[src/rtl/serial_addsub_moore_if.sv]
`default_nettype none
// ============================================================================
//  Module      : serial_addsub_moore_if
//  Description : Operand/result bundle for the bit-serial adder/subtractor.
//                The master supplies operands and the start request; the
//                slave (the arithmetic block) returns status and results.
//  Revision    : 1.0  initial release
// ============================================================================
interface serial_addsub_moore_if #(
    parameter int N = 8
);
    logic         start;
    logic         sub;
    logic [N-1:0] A;
    logic [N-1:0] B;
    logic         busy;
    logic         done;
    logic [N-1:0] sum;
    logic         cout;
    logic         ovf;

    modport master (
        output start, sub, A, B,
        input  busy, done, sum, cout, ovf
    );

    modport slave (
        input  start, sub, A, B,
        output busy, done, sum, cout, ovf
    );
endinterface
`default_nettype wire

[src/rtl/serial_addsub_moore.sv]
`default_nettype none
// ============================================================================
//  Module      : serial_addsub_moore
//  Description : N-bit bit-serial adder/subtractor. Operands are captured on
//                start, processed LSB-first one bit per clock through a
//                four-state Moore carry/sum machine, and the result is
//                reported with sum, carry-out, signed overflow and a
//                one-cycle done pulse. Subtraction is A + ~B + 1.
//  Revision    : 1.0  initial release
// ============================================================================
module serial_addsub_moore #(
    parameter int N = 8
) (
    input  logic                 clock,
    input  logic                 resetn,   // active-high synchronous reset
    serial_addsub_moore_if.slave bus
);

    // Counter must hold N+1: the Moore output lags one cycle, so one extra
    // shift is needed to push the last sum bit into place.
    localparam int                 c_cnt_w    = $clog2(N + 2);
    localparam logic [c_cnt_w-1:0] c_cnt_load = c_cnt_w'(N + 1);
    localparam logic [c_cnt_w-1:0] c_cnt_one  = c_cnt_w'(1);

    typedef enum logic [1:0] {
        IDLE = 2'd0,
        RUN  = 2'd1,
        DONE = 2'd2
    } ctrl_t;

    // Encoding is {carry, s} so both outputs read directly off the state.
    typedef enum logic [1:0] {
        G0 = 2'b00,
        G1 = 2'b01,
        H0 = 2'b10,
        H1 = 2'b11
    } moore_t;

    ctrl_t               r_ctrl;
    ctrl_t               w_ctrl_nxt;
    moore_t              r_moore;
    moore_t              w_moore_nxt;
    logic [N-1:0]        r_qa;
    logic [N-1:0]        r_qb;
    logic [N-1:0]        r_sum;
    logic [c_cnt_w-1:0]  r_cnt;
    logic                r_cout;
    logic                r_ovf;
    logic                r_as;
    logic                r_bs;

    logic                w_load;
    logic                w_shift;
    logic                w_last;
    logic                w_carry;
    logic                w_s;
    logic [1:0]          w_total;
    logic [N-1:0]        w_b_eff;

    assign w_carry = r_moore[1];
    assign w_s     = r_moore[0];
    assign w_total = {1'b0, w_carry} + {1'b0, r_qa[0]} + {1'b0, r_qb[0]};
    assign w_b_eff = bus.sub ? ~bus.B : bus.B;

    // Next-state logic for both the control FSM and the Moore adder FSM
    always_comb begin
        w_ctrl_nxt  = r_ctrl;
        w_moore_nxt = r_moore;
        w_load      = 1'b0;
        w_shift     = 1'b0;
        w_last      = 1'b0;
        case (r_ctrl)
            IDLE, DONE: begin
                if (bus.start) begin
                    w_load      = 1'b1;
                    w_ctrl_nxt  = RUN;
                    w_moore_nxt = bus.sub ? H0 : G0;   // carry-in = sub
                end else if (r_ctrl == DONE) begin
                    w_ctrl_nxt  = IDLE;
                end
            end
            RUN: begin
                w_shift     = 1'b1;
                w_moore_nxt = moore_t'(w_total);
                if (r_cnt == c_cnt_one) begin
                    w_last     = 1'b1;
                    w_ctrl_nxt = DONE;
                end
            end
            default: begin
                w_ctrl_nxt = IDLE;
            end
        endcase
    end

    // State registers for the control and Moore FSMs
    always_ff @(posedge clock) begin
        if (resetn) begin
            r_ctrl  <= IDLE;
            r_moore <= G0;
        end else begin
            r_ctrl  <= w_ctrl_nxt;
            r_moore <= w_moore_nxt;
        end
    end

    // Operand shifters, sum shifter, bit counter and result flags
    always_ff @(posedge clock) begin
        if (resetn) begin
            r_qa   <= '0;
            r_qb   <= '0;
            r_sum  <= '0;
            r_cnt  <= '0;
            r_cout <= 1'b0;
            r_ovf  <= 1'b0;
            r_as   <= 1'b0;
            r_bs   <= 1'b0;
        end else if (w_load) begin
            r_qa  <= bus.A;
            r_qb  <= w_b_eff;
            r_cnt <= c_cnt_load;
            r_as  <= bus.A[N-1];
            r_bs  <= w_b_eff[N-1];
        end else if (w_shift) begin
            r_qa  <= {1'b0, r_qa[N-1:1]};
            r_qb  <= {1'b0, r_qb[N-1:1]};
            r_sum <= {w_s, r_sum[N-1:1]};
            r_cnt <= r_cnt - 1'b1;
            if (w_last) begin
                // On the final shift the operand bits are exhausted, so the
                // current state still holds the carry out of bit N-1 and its
                // s is the bit landing in sum[N-1].
                r_cout <= w_carry;
                r_ovf  <= (r_as == r_bs) && (w_s != r_as);
            end
        end
    end

    assign bus.busy = (r_ctrl == RUN);
    assign bus.done = (r_ctrl == DONE);
    assign bus.sum  = r_sum;
    assign bus.cout = r_cout;
    assign bus.ovf  = r_ovf;

endmodule
`default_nettype wire

[src/flat_wrapper.sv]
// flat-port wrapper written by rule: the top's interface ports become plain ports
module serial_addsub_moore_flat 
#(
    parameter int N = 8
)
  (clock, resetn, bus_start, bus_sub, bus_A, bus_B, bus_busy, bus_done, bus_sum, bus_cout, bus_ovf);
  serial_addsub_moore_if #(.N(N)) bus_i ();
  input  logic clock;
  input  logic resetn;
  input wire logic [$bits(bus_i.start)-1:0] bus_start;
  input wire logic [$bits(bus_i.sub)-1:0] bus_sub;
  input wire logic [$bits(bus_i.A)-1:0] bus_A;
  input wire logic [$bits(bus_i.B)-1:0] bus_B;
  output wire logic [$bits(bus_i.busy)-1:0] bus_busy;
  output wire logic [$bits(bus_i.done)-1:0] bus_done;
  output wire logic [$bits(bus_i.sum)-1:0] bus_sum;
  output wire logic [$bits(bus_i.cout)-1:0] bus_cout;
  output wire logic [$bits(bus_i.ovf)-1:0] bus_ovf;
  assign bus_i.start = bus_start;
  assign bus_i.sub = bus_sub;
  assign bus_i.A = bus_A;
  assign bus_i.B = bus_B;
  assign bus_busy = bus_i.busy;
  assign bus_done = bus_i.done;
  assign bus_sum = bus_i.sum;
  assign bus_cout = bus_i.cout;
  assign bus_ovf = bus_i.ovf;
  serial_addsub_moore #(.N(N)) u_core (.clock(clock), .resetn(resetn), .bus(bus_i));
endmodule
[config.mk]
export PLATFORM = sky130hd
export DESIGN_NAME = serial_addsub_moore_flat
export DESIGN_NICKNAME = d
export VERILOG_FILES = /design/src/rtl/serial_addsub_moore_if.sv /design/src/rtl/serial_addsub_moore.sv /design/src/flat_wrapper.sv
export SDC_FILE = /design/constraint.sdc
export NUM_CORES = 1
export LEC_CHECK = 0
export CORE_MARGIN = 5
export CORE_UTILIZATION = 45
export DETAILED_ROUTE_END_ITERATION = 8
export PLACE_DENSITY = 0.81
export SLEW_MARGIN = 20
export SYNTH_ARGS = -nofsm -noshare
export SYNTH_HDL_FRONTEND = slang
export SYNTH_SLANG_ARGS = --single-unit
[constraint.sdc]
create_clock -name clock -period 1.4 [get_ports clock]
set_clock_uncertainty 0.05 [all_clocks]
set_input_delay 0.28 -clock clock [delete_from_list [all_inputs] [get_ports clock]]
set_output_delay 0.28 -clock clock [all_outputs]
set_load 0.05 [all_outputs]
==> results.md <==
| Quantity | Value |
|---|---|
| Result of the run | finished, final reports clean |
| Post-cts hold buffer count | 0 |
| Global router's overall resource usage | 0.166 |
| Top-level port count | 32 |
| CP required | 1.07 ns |
| CTS root buffer | sky130_fd_sc_hd__clkbuf_4 |
| Initial antenna violation count | 0 |
| Clock network latency to the later pin of the worst-skew pair | 0.33 ns |
| Final min period | 1.40 ns |
| Setup slack of the most critical reg-to-reg path | 0.0004 ns |
| Worst slew slack as a fraction of its limit | 0.792 |
| Power density cells | 1020 mW/mm^2 |
| Actual slew at the worst max-slew pin | 0.312 ns |
| P_leak | 0.868 nW |
| Count of routing violations after the opening detailed-route iteration | 66 |
| Sink of the worst hold path | u_core.r_bs$_SDFFE_PP0P_ |
| Hold Crit Class | reg -> reg |
| CTS Buf Count | 5 |
| Total of flip-flops plus latches after synthesis | 36 |
| Number of H-tree levels | 2 |
| Fraction of power consumed by sequential logic | 0.478 |
| Depth of the most critical reg-to-reg path | 5 |
| Clock Sinks | 36 |
| Detailed Routing Iterations Pass 1 | 4 |
| Count of input and output buffers | 31 |
| Number of fill cells in the layout | 278 |
| Maximum net fanout on the critical path | 3 |
| P&R area growth vs syn | 49.3% |
| Cell count after synthesis | 184 |
| Count of flip-flops with a built-in enable after synthesis | 0 |
| Via count of the first global-routing pass | 1,280 |
| FF-to-FF End | u_core.bus.ovf$_SDFFE_PP0P_ |
| CTS clock-pin slew for the worst setup and hold paths | 0.11 ns |
| TritonCTS clock tree | built |
| Unrepaired setup endpoints after global routing | yes |
| Post-synthesis net count | 207 |
| Switching share of power | 0.268 |
| Total standard cell area after synthesis | 0.00157 mm^2 |
| R2r startpoint | u_core.r_cnt[1]$_SDFFE_PP0P_ |
| Post-detailed-route DRC marker count | 0 |
| Overall power after layout | 2.37 mW |
| Share of async-settable or async-resettable flops after synthesis | 0 |
| Number of inserted diodes | 0 |
| Power share of the clock group | 0.302 |
| Nature of the critical path startpoint | register |
| Post-placement cell count | 262 |
| Count of nets left with antenna violations after detail routing | 0 |
| Max-slew violation total from the final report | 0 |
| Die height | 69.0 um |
| Effective utilization at floorplan | 0.465 |
| Cell types occupying the most area after synthesis | sky130_fd_sc_hd__dfxtp_1 (46%), sky130_fd_sc_hd__nand2_1 (7.7%), sky130_fd_sc_hd__a21oi_1 (7.4%) |
| Clock tree buffer depth | 2 |
| Most common cell in the netlist | sky130_fd_sc_hd__dfxtp_1 |
| Total of max-cap violations | 0 |
| Top_reg_cell synth | sky130_fd_sc_hd__dfxtp_1 |
| Std cell rows | 21 |
| GR Overflow Total | 0 |
| Routed wirelength normalized by instance count | 13.8 um |
| Synth top area share | 0.460 |
| Maximum ir drop on the vdd rail | 575 uV |
| Final clock period utilization by the worst path | 1.00 |
| Hold slack | 0.424 ns |
| Number of nets in the layout | 250 |
| Total of endpoints with negative setup slack in the final report | 0 |
| Total internal power | 1.74 mW |
| Core ar. | 0.00336 mm^2 |
| Global-route wire length before repair | 5750 um |
| Share of synthesized area occupied by flip-flops and latches | 0.460 |
| Non-filler cells, final | 274 |
| Achievable clock frequency | 714 MHz |
| Placed wire-length estimate | 2580 um |
| Area of the die | 0.00476 mm^2 |
| Hold path depth | 2 |
| Switching power total | 635 uW |
| Source of the worst hold timing path | u_core.r_bs$_SDFFE_PP0P_ |
| Largest net degree at the start of global routing | 25 |
| Via density per instance | 5.21 |
| Yosys top cell by area | sky130_fd_sc_hd__dfxtp_1 |
| Total number of vias | 1,427 |
| List of most frequent post-synthesis cells | sky130_fd_sc_hd__dfxtp_1 (36), sky130_fd_sc_hd__nand2_1 (32), sky130_fd_sc_hd__a21oi_1 (23) |
| Number of warning messages in the yosys log | 0 |
| Data arrival at the endpoint of the critical path | 1.07 ns |
| Final hold violation count | 0 |
| Average cell area after synthesis | 8.51 um^2 |
| Fraction of layout instances using a drive strength above 1 | 0.237 |
| Final GP Congestion | 0.767 |
| Library cells used by synthesis | 31 |
| Chip Width | 69.0 um |
| Sum of routed wire length over all layers | 3770 um |
| CP endpoint kind | output port |
| Type of the worst setup path | reg -> out |
| Logic gate share of total power | 0.220 |
==> power by group through the flow <==
stage / clock (mW) / combinational, mW / sequential, mW
after floorplan: 0 / 0.267 / 1.15
after global placement: 0 / 0.445 / 1.15
after detailed placement: 0 / 0.458 / 1.15
after CTS: 0.734 / 0.487 / 1.13
after global routing: 0.783 / 0.566 / 1.14
final: 0.717 / 0.522 / 1.13
==> logic make-up after synthesis <==
group / Yosys count / synth area share
buf+inv: 22 / 0.0695
simple gates: 68 / 0.201
fa+ha+maj: 3 / 0.0288
compound gates: 46 / 0.189
flops: 36 / 0.460
xor+xnor: 9 / 0.0504
==> layer usage <==
| layer | GRT usage | vias up | routed length [um] |
|---|---|---|---|
| li1 | - | 716 | - |
| met1 | 0.189 | 677 | 1610 |
| met2 | 0.287 | 29 | 1970 |
| met3 | 0.0438 | 5 | 155 |
| met4 | 0.0803 | 0 | 39 |
| met5 | 0 | - | 0 |
==> repair_timing <==
action                     in CTS  in global routing
setup buffers                   2                  1
setup endpoints to repair       4                 14
resized for setup              10                  7
gates cloned                    0                  1
pin swaps                       0                  1
==> flip-flops by register name, summed over array words and instances (netlist names) <==
name and cells:
u_core.r_qb 8, u_core.bus.cout 1, u_core.bus.sum 8, u_core.r_ctrl 2
u_core.r_cnt 4, u_core.r_as 1, u_core.r_qa 8, u_core.r_moore 2
u_core.r_bs 1, u_core.bus.ovf 1
==> through the flow <==
step	utilization	worst slack (ns)	TNS (ns)	area (um^2)
floorplan	-	0.0475	0	1570
global placement	0.638	-0.0701	-0.422	2140
CTS	0.676	-0.0170	-0.0295	2270
detailed placement	0.638	-0.0948	-0.974	2140
global route	0.695	-0.0621	-0.140	2340
finish	0.695	0.000379	0	2340
==> worst max-delay path, stage by stage (launching register included) <==
cell and delay (ns):
sky130_fd_sc_hd__dfxtp_2 0.36, sky130_fd_sc_hd__buf_6 0.12, sky130_fd_sc_hd__nor2b_4 0.12, sky130_fd_sc_hd__buf_12 0.14
==> cells in the final DEF (no fill, tap or decap), types with 3 or more instances in the layout <==
| master | synthesis | final |
|---|---|---|
| sky130_fd_sc_hd__a21oi_1 | 23 | 23 |
| sky130_fd_sc_hd__a311oi_1 | 6 | 3 |
| sky130_fd_sc_hd__buf_12 | 0 | 17 |
| sky130_fd_sc_hd__nor3_1 | 5 | 5 |
| sky130_fd_sc_hd__nand2_1 | 32 | 32 |
| sky130_fd_sc_hd__nand3_1 | 11 | 11 |
| sky130_fd_sc_hd__o21ai_0 | 3 | 3 |
| sky130_fd_sc_hd__dfxtp_2 | 0 | 4 |
| sky130_fd_sc_hd__a311oi_2 | 0 | 3 |
| sky130_fd_sc_hd__a22oi_1 | 7 | 7 |
| sky130_fd_sc_hd__inv_1 | 5 | 4 |
| sky130_fd_sc_hd__clkbuf_4 | 0 | 5 |
| sky130_fd_sc_hd__nor2_1 | 8 | 8 |
| sky130_fd_sc_hd__buf_4 | 3 | 13 |
| sky130_fd_sc_hd__clkdlybuf4s50_1 | 0 | 19 |
| sky130_fd_sc_hd__dfxtp_1 | 36 | 32 |
| sky130_fd_sc_hd__xor2_1 | 9 | 9 |
==> final cells by class <==
class / instances / area (um^2) / share of cell area
multi-input combinational: 126 / 777 / 0.332
sequential: 36 / 726 / 0.310
timing repair buffer: 52 / 676 / 0.289
tap: 46 / 57.6 / 0.0246
clock buffer: 6 / 41.3 / 0.0177
clock inverter: 2 / 35.0 / 0.0150
inverter: 6 / 25.0 / 0.0107
==> worst max-delay path by stage <==
stage                                        from                            to  slack (ns)  cells past startpoint
floorplan           u_core.r_ctrl[1]$_SDFFE_PP0P_                      bus_done        0.05                      1
global placement                        bus_start  u_core.r_cnt[1]$_SDFFE_PP0P_       -0.07                      4
detailed placement                      bus_start  u_core.r_cnt[1]$_SDFFE_PP0P_       -0.09                      4
CTS                 u_core.r_ctrl[0]$_SDFFE_PP0P_                      bus_done       -0.02                      3
global route         u_core.r_cnt[1]$_SDFFE_PP0P_   u_core.bus.ovf$_SDFFE_PP0P_       -0.06                      5
finish              u_core.r_ctrl[0]$_SDFFE_PP0P_                      bus_done      0.0004                      3
Power figures use the tool's default switching activity.
